File: config.mk
export PLATFORM = sky130hd
export DESIGN_NAME = seq_alu_flat
export DESIGN_NICKNAME = d
export VERILOG_FILES = /design/src/rtl/seq_alu_if.sv /design/src/rtl/seq_alu.sv /design/src/flat_wrapper.sv
export SDC_FILE = /design/constraint.sdc
export NUM_CORES = 1
export LEC_CHECK = 0
export ABC_AREA = 0
export CORE_ASPECT_RATIO = 0.7
export CORE_MARGIN = 2
export CORE_UTILIZATION = 36
export CTS_CLUSTER_SIZE = 30
export DETAILED_ROUTE_END_ITERATION = 10
export HOLD_SLACK_MARGIN = 0.02
export REMOVE_ABC_BUFFERS = 1
export SYNTH_ARGS = -nofsm -noshare
export SYNTH_HDL_FRONTEND = slang
export SYNTH_SLANG_ARGS = --single-unit
File: constraint.sdc
create_clock -name clk -period 3.4 [get_ports clk]
set_clock_uncertainty 0.1 [all_clocks]
set_input_delay 1.02 -clock clk [delete_from_list [all_inputs] [get_ports clk]]
set_output_delay 1.02 -clock clk [all_outputs]
set_load 0.01 [all_outputs]
File: src/rtl/seq_alu_if.sv
// Request/result bundle between an instruction sequencer and seq_alu.
// A transfer happens on a rising edge where valid && ready; the source holds valid and payload until then.
interface seq_alu_if #(
    parameter int WIDTH = 8
);
    logic             in_valid;
    logic             in_ready;
    logic [2:0]       opcode;
    logic [WIDTH-1:0] a;
    logic [WIDTH-1:0] b;
    logic             out_valid;
    logic             out_ready;
    logic [WIDTH-1:0] res;
    logic [WIDTH-1:0] res_hi;
    logic             carry;
    logic             zero;
    logic             neg;
    logic             ovf;

    modport master (
        output in_valid, opcode, a, b, out_ready,
        input  in_ready, out_valid, res, res_hi, carry, zero, neg, ovf
    );

    modport slave (
        input  in_valid, opcode, a, b, out_ready,
        output in_ready, out_valid, res, res_hi, carry, zero, neg, ovf
    );
endinterface

File: src/rtl/seq_alu.sv
// Registered ALU with full flag set: single-edge ADD/SUB/logic/shift ops and a
// WIDTH-step shift-add unsigned multiply, one operation in flight at a time.
module seq_alu #(
    parameter int WIDTH = 8,
    parameter int SHW   = $clog2(WIDTH)
) (
    input  logic         clk,
    input  logic         rst_n,
    seq_alu_if.slave     bus,
    output logic [1:0]   o_state
);
    localparam int W = WIDTH;

    localparam logic [2:0] OP_ADD = 3'b000;
    localparam logic [2:0] OP_SUB = 3'b001;
    localparam logic [2:0] OP_AND = 3'b010;
    localparam logic [2:0] OP_OR  = 3'b011;
    localparam logic [2:0] OP_XOR = 3'b100;
    localparam logic [2:0] OP_SHL = 3'b101;
    localparam logic [2:0] OP_SHR = 3'b110;
    localparam logic [2:0] OP_MUL = 3'b111;

    localparam logic [SHW:0] CNT_ONE  = {{SHW{1'b0}}, 1'b1};
    localparam logic [SHW:0] CNT_LOAD = (SHW+1)'(WIDTH);

    typedef enum logic [1:0] {
        IDLE = 2'd0,
        MUL  = 2'd1,
        DONE = 2'd2
    } state_t;

    state_t          r_state;
    state_t          w_next;
    logic            w_in_ready;

    logic [W-1:0]    r_res;
    logic [W-1:0]    r_res_hi;
    logic            r_carry;
    logic            r_zero;
    logic            r_neg;
    logic            r_ovf;
    logic            r_out_valid;

    logic [W-1:0]    r_mcand;
    logic [2*W-1:0]  r_prod;
    logic [SHW:0]    r_cnt;

    logic [SHW-1:0]  w_sh;
    logic [W:0]      w_sum;
    logic [W:0]      w_dif;
    logic [W:0]      w_shl;
    logic [W:0]      w_shr;
    logic [W-1:0]    w_res;
    logic            w_c;
    logic            w_v;
    logic [W:0]      w_mul_add;
    logic [2*W-1:0]  w_prod_nxt;

    always_ff @(posedge clk) begin
        if (!rst_n) begin
            r_state <= IDLE;
        end else begin
            r_state <= w_next;
        end
    end

    always_comb begin
        w_next     = r_state;
        w_in_ready = rst_n && (r_state == IDLE);
        case (r_state)
            IDLE: if (bus.in_valid) w_next = (bus.opcode == OP_MUL) ? MUL : DONE;
            MUL:  if (r_cnt == CNT_ONE) w_next = DONE;
            DONE: if (bus.out_ready) w_next = IDLE;
            default: w_next = IDLE;
        endcase
    end

    // Widened sums/shifts put carry, borrow and shifted-out bit in the extra bit.
    always_comb begin
        w_sh  = bus.b[SHW-1:0];
        w_sum = {1'b0, bus.a} + {1'b0, bus.b};
        w_dif = {1'b0, bus.a} - {1'b0, bus.b};
        w_shl = {1'b0, bus.a} << w_sh;
        w_shr = {bus.a, 1'b0} >> w_sh;
        w_res = '0;
        w_c   = 1'b0;
        w_v   = 1'b0;
        case (bus.opcode)
            OP_ADD: begin
                w_res = w_sum[W-1:0];
                w_c   = w_sum[W];
                w_v   = (bus.a[W-1] == bus.b[W-1]) && (w_sum[W-1] != bus.a[W-1]);
            end
            OP_SUB: begin
                w_res = w_dif[W-1:0];
                w_c   = w_dif[W];
                w_v   = (bus.a[W-1] != bus.b[W-1]) && (w_dif[W-1] != bus.a[W-1]);
            end
            OP_AND: w_res = bus.a & bus.b;
            OP_OR:  w_res = bus.a | bus.b;
            OP_XOR: w_res = bus.a ^ bus.b;
            OP_SHL: begin
                w_res = w_shl[W-1:0];
                w_c   = w_shl[W];
            end
            OP_SHR: begin
                w_res = w_shr[W:1];
                w_c   = w_shr[0];
            end
            default: ;
        endcase
    end

    // Product register holds {partial high word, remaining multiplier bits}.
    always_comb begin
        w_mul_add  = {1'b0, r_prod[2*W-1:W]} + (r_prod[0] ? {1'b0, r_mcand} : '0);
        w_prod_nxt = {w_mul_add, r_prod[W-1:1]};
    end

    always_ff @(posedge clk) begin
        if (!rst_n) begin
            r_res       <= '0;
            r_res_hi    <= '0;
            r_carry     <= 1'b0;
            r_zero      <= 1'b0;
            r_neg       <= 1'b0;
            r_ovf       <= 1'b0;
            r_out_valid <= 1'b0;
            r_mcand     <= '0;
            r_prod      <= '0;
            r_cnt       <= '0;
        end else begin
            case (r_state)
                IDLE: begin
                    if (bus.in_valid) begin
                        if (bus.opcode == OP_MUL) begin
                            r_mcand <= bus.a;
                            r_prod  <= {{W{1'b0}}, bus.b};
                            r_cnt   <= CNT_LOAD;
                        end else begin
                            r_res       <= w_res;
                            r_res_hi    <= '0;
                            r_carry     <= w_c;
                            r_zero      <= (w_res == '0);
                            r_neg       <= w_res[W-1];
                            r_ovf       <= w_v;
                            r_out_valid <= 1'b1;
                        end
                    end
                end
                MUL: begin
                    r_prod <= w_prod_nxt;
                    r_cnt  <= r_cnt - CNT_ONE;
                    if (r_cnt == CNT_ONE) begin
                        r_res       <= w_prod_nxt[W-1:0];
                        r_res_hi    <= w_prod_nxt[2*W-1:W];
                        r_carry     <= (w_prod_nxt[2*W-1:W] != '0);
                        r_zero      <= (w_prod_nxt == '0);
                        r_neg       <= w_prod_nxt[W-1];
                        r_ovf       <= 1'b0;
                        r_out_valid <= 1'b1;
                    end
                end
                DONE: if (bus.out_ready) r_out_valid <= 1'b0;
                default: r_out_valid <= 1'b0;
            endcase
        end
    end

    assign bus.in_ready  = w_in_ready;
    assign bus.out_valid = r_out_valid;
    assign bus.res       = r_res;
    assign bus.res_hi    = r_res_hi;
    assign bus.carry     = r_carry;
    assign bus.zero      = r_zero;
    assign bus.neg       = r_neg;
    assign bus.ovf       = r_ovf;
    assign o_state       = r_state;
endmodule

File: src/flat_wrapper.sv
// flat-port wrapper written by rule: the top's interface ports become plain ports
module seq_alu_flat 
#(
    parameter int WIDTH = 8,
    parameter int SHW   = $clog2(WIDTH)
)
  (clk, rst_n, o_state, bus_in_valid, bus_opcode, bus_a, bus_b, bus_out_ready, bus_in_ready, bus_out_valid, bus_res, bus_res_hi, bus_carry, bus_zero, bus_neg, bus_ovf);
  seq_alu_if #(.WIDTH(WIDTH)) bus_i ();
  input  logic clk;
  input  logic rst_n;
  output logic [1:0] o_state;
  input wire logic [$bits(bus_i.in_valid)-1:0] bus_in_valid;
  input wire logic [$bits(bus_i.opcode)-1:0] bus_opcode;
  input wire logic [$bits(bus_i.a)-1:0] bus_a;
  input wire logic [$bits(bus_i.b)-1:0] bus_b;
  input wire logic [$bits(bus_i.out_ready)-1:0] bus_out_ready;
  output wire logic [$bits(bus_i.in_ready)-1:0] bus_in_ready;
  output wire logic [$bits(bus_i.out_valid)-1:0] bus_out_valid;
  output wire logic [$bits(bus_i.res)-1:0] bus_res;
  output wire logic [$bits(bus_i.res_hi)-1:0] bus_res_hi;
  output wire logic [$bits(bus_i.carry)-1:0] bus_carry;
  output wire logic [$bits(bus_i.zero)-1:0] bus_zero;
  output wire logic [$bits(bus_i.neg)-1:0] bus_neg;
  output wire logic [$bits(bus_i.ovf)-1:0] bus_ovf;
  assign bus_i.in_valid = bus_in_valid;
  assign bus_i.opcode = bus_opcode;
  assign bus_i.a = bus_a;
  assign bus_i.b = bus_b;
  assign bus_i.out_ready = bus_out_ready;
  assign bus_in_ready = bus_i.in_ready;
  assign bus_out_valid = bus_i.out_valid;
  assign bus_res = bus_i.res;
  assign bus_res_hi = bus_i.res_hi;
  assign bus_carry = bus_i.carry;
  assign bus_zero = bus_i.zero;
  assign bus_neg = bus_i.neg;
  assign bus_ovf = bus_i.ovf;
  seq_alu #(.WIDTH(WIDTH), .SHW(SHW)) u_core (.clk(clk), .rst_n(rst_n), .bus(bus_i), .o_state(o_state));
endmodule
==> flow_metrics.py, run 1 <==
metrics = {
    "floorplan": {
        "die_h_um": 95.1,
        "die_area_sq_um": 12700,
        "row_count": 33,
        "ios": 47,
        "start_util_pct": 36.6,
        "die_w_um": 134,
        "fp.coreArea_sq_um": 11600,
    },
    "synthesis": {
        "synth_edf_count": 0,
        "synth_seq_cells": 50,
        "ys_warn_count": 0,
        "synthCells": 512,
        "synth.distinct_cells": 72,
        "syn_area_sq_um": 4270,
        "yosysSeqAreaShare_pct": 23.5,
        "syn_avg_cell_area_sq_um": 8.33,
        "ys.flop_type": "dfxtp_1",
        "async_flop_share_pct": 0,
    },
    "clocking": {
        "h-tree-depth": 2,
        "cts_buffers": 5,
        "clock_latency_ns": 0.30,
        "cts-root-buf": "clkbuf_16",
        "clk_pin_slew_ns": 0.07,
        "tritoncts": "done",
        "clock_sinks": 50,
        "clock_path_buffers": 2,
    },
    "timing": {
        "hold_violations": 0,
        "tightestPinTransition_ns": 0.454,
        "post-route-min-period_ns": 3.33,
        "finalCritPeriodShare_pct": 97.9,
        "finalSetupTns_ns": 0,
        "max_freq_ghz": 0.300,
        "finalSetupViolCount": 0,
        "maxSlewViolCount": 0,
        "final.setup.worst_slack_ns": 0.0720,
        "slew_headroom_pct": 68.9,
    },
    "critical_path": {
        "required_ns": 3.50,
        "cp.arrival_ns": 3.43,
        "crit_type": "in2reg",
        "crit_fanout": 3,
        "crit_path_start_kind": "input pin",
        "endpoint_kind": "flip-flop",
    },
    "grt": {
        "grt_pass1_vias": 4147,
        "grt_overflow": 0,
        "grt_max_degree": 53,
        "grt_pass1_wl_um": 21600,
        "grt_antenna_before_repair": 0,
        "grtUsageTotal_pct": 21.7,
    },
    "outcome": {
        "outcome": "completed",
    },
    "placement": {
        "hpwl_um": 10600,
        "post-place-cells": 764,
        "postPlaceCellArea_sq_um": 5390,
        "portBuffers": 46,
        "pre_cts_slack_ns": -0.574,
        "gp_congestion": 0.895,
    },
    "cells_and_area": {
        "finalNonFillerCells": 773,
        "most-common-layout-cells": "buf_4, dfxtp_1, nand2_1, clkdlybuf4s50_1, ha_1",
        "num_antenna_cells": 0,
        "drive_gt1_share_pct": 22.6,
        "syn_to_final_growth_pct": 33.1,
        "fin_nets": 676,
        "final_core_util_pct": 48.8,
        "layout.cells.most_common": "buf_4",
        "fin_area_sq_um": 5680,
    },
    "power_and_ir_drop": {
        "power_leakage_nw": 2.41,
        "powerDensity_nw_per_um2": 296,
        "ir_worst_vdd_uv": 185,
    },
    "detailed_routing": {
        "wl_per_cell_um": 17.3,
        "firstDrtPassIters": 5,
        "ant_nets": 0,
        "drc_errors": 0,
        "dr.first_iter.drc_count": 321,
        "wirelength_um": 13400,
        "vias_per_cell": 5.53,
        "vias": 4276,
    },
    "job": {
        "maxCapViolations": 0,
    },
    "min_path": {
        "hold_path.class": "reg2reg",
    },
}
==> critical path, stage by stage <==
cell,delay [ns]
clkdlybuf4s50_1,0.48
buf_4,0.18
fa_1,0.49
nand3_1,0.13
a21oi_1,0.09
a211o_1,0.32
xnor2_1,0.14
a221oi_2,0.27
a211oi_2,0.11
a31o_1,0.19
==> logic make-up (layout without fill, tap and decap cells) <==
kind of cell	count (synthesis)	in the layout	synth area share, %
muxes	26	26	7.92
AOI/OAI and AO/OA	146	146	25.2
xor gates and xnor gates	14	14	2.87
buffers and inverters	67	171	6.95
adders and majority gates	38	38	11.7
and+or+nand+nor	171	171	21.9
DFF	50	50	23.5
==> synth_stat cells (all sizes together), types with 9 or more instances <==
| cell | count | area share [%] |
|---|---|---|
| clkbuf | 21 | 2.1 |
| and2 | 15 | 2.2 |
| o21ai | 19 | 2.2 |
| o211a | 10 | 2.3 |
| a21boi | 12 | 2.1 |
| mux2i | 18 | 4.2 |
| inv | 29 | 2.6 |
| dfxtp | 50 | 23 |
| nor3 | 12 | 1.4 |
| xnor2 | 10 | 2.1 |
| o211ai | 11 | 1.9 |
| nand3 | 9 | 1.1 |
| a211oi | 9 | 1.6 |
| nand2 | 46 | 4.0 |
| ha | 35 | 10 |
| or3 | 9 | 1.3 |
| buf | 17 | 2.3 |
| a21oi | 25 | 3.0 |
| nor2b | 22 | 3.4 |
| a22oi | 9 | 1.6 |
| nor2 | 22 | 1.9 |
==> metal layers <==
layer  vias to the layer above  part of all wire (%)  track usage, %
li1                       2082                     -               -
met4                         0                   1.0            4.47
met1                      2012                    50            31.9
met2                       170                    41            32.4
met3                        12                   8.3            5.00
met5                         -                     0               0
==> final cells by class <==
cell class	instances	area (sq um)
Clock buffer	6	139
Clock inverter	2	16.3
Fill cell	1110	5970
Inverter	29	109
Multi-Input combinational cell	395	3080
Sequential cell	50	1000
Tap cell	157	196
Timing Repair Buffer	134	1130
==> registers in the layout, summed over array words and instances (netlist names) <==
signal	flops
u_core.r_prod	16
u_core.r_mcand	8
u_core.bus.out_valid	1
u_core.bus.zero	1
u_core.bus.ovf	1
u_core.bus.carry	1
u_core.bus.res	8
u_core.o_state	2
u_core.bus.res_hi	8
u_core.r_cnt	4
==> metrics by stage <==
stage               hold WS (ns)  power [mW]
floorplan                  0.347       0.868
global placement           0.339        1.13
detailed placement         0.358        1.13
CTS                        0.368        1.67
global route               0.383        1.76
finish                     0.364        1.68
==> report_power, final <==
group / leakage (nW) / internal, mW / switching (mW)
clock network: 0.0735 / 0.296 / 0.231
logic: 1.93 / 0.259 / 0.270
registers: 0.406 / 0.607 / 0.0179
==> worst paths after layout <==
kind,from,cells past startpoint,slack (ns),end
max,bus_b[1],10,0.07,u_core.bus.res[6]
min reg2reg,u_core.bus.ovf,2,0.36,u_core.bus.ovf
min,u_core.bus.ovf,2,0.36,u_core.bus.ovf
max reg2reg,u_core.r_prod[0],11,0.28,u_core.bus.carry
==> what timing repair did <==
| action | 4_1_cts | 5_1_grt |
|---|---|---|
| setup endpoints to repair | 3 | 9 |
| hold buffers | 0 | 0 |
| gates resized for setup | 8 | 21 |
| buffers inserted | 0 | 1 |
| pin swaps | 0 | 11 |
Power figures use the tool's default switching activity.
==> run 2, diff against run 1 <==
--- a/config.mk
+++ b/config.mk
@@ -6,6 +6,7 @@
 export NUM_CORES = 1
 export LEC_CHECK = 0
 export ABC_AREA = 0
+export CAP_MARGIN = 20
 export CORE_ASPECT_RATIO = 0.7
 export CORE_MARGIN = 2
 export CORE_UTILIZATION = 36
==> results of run 2 <==
No change in the layout: final DEF, timing and power equal those of run 1.
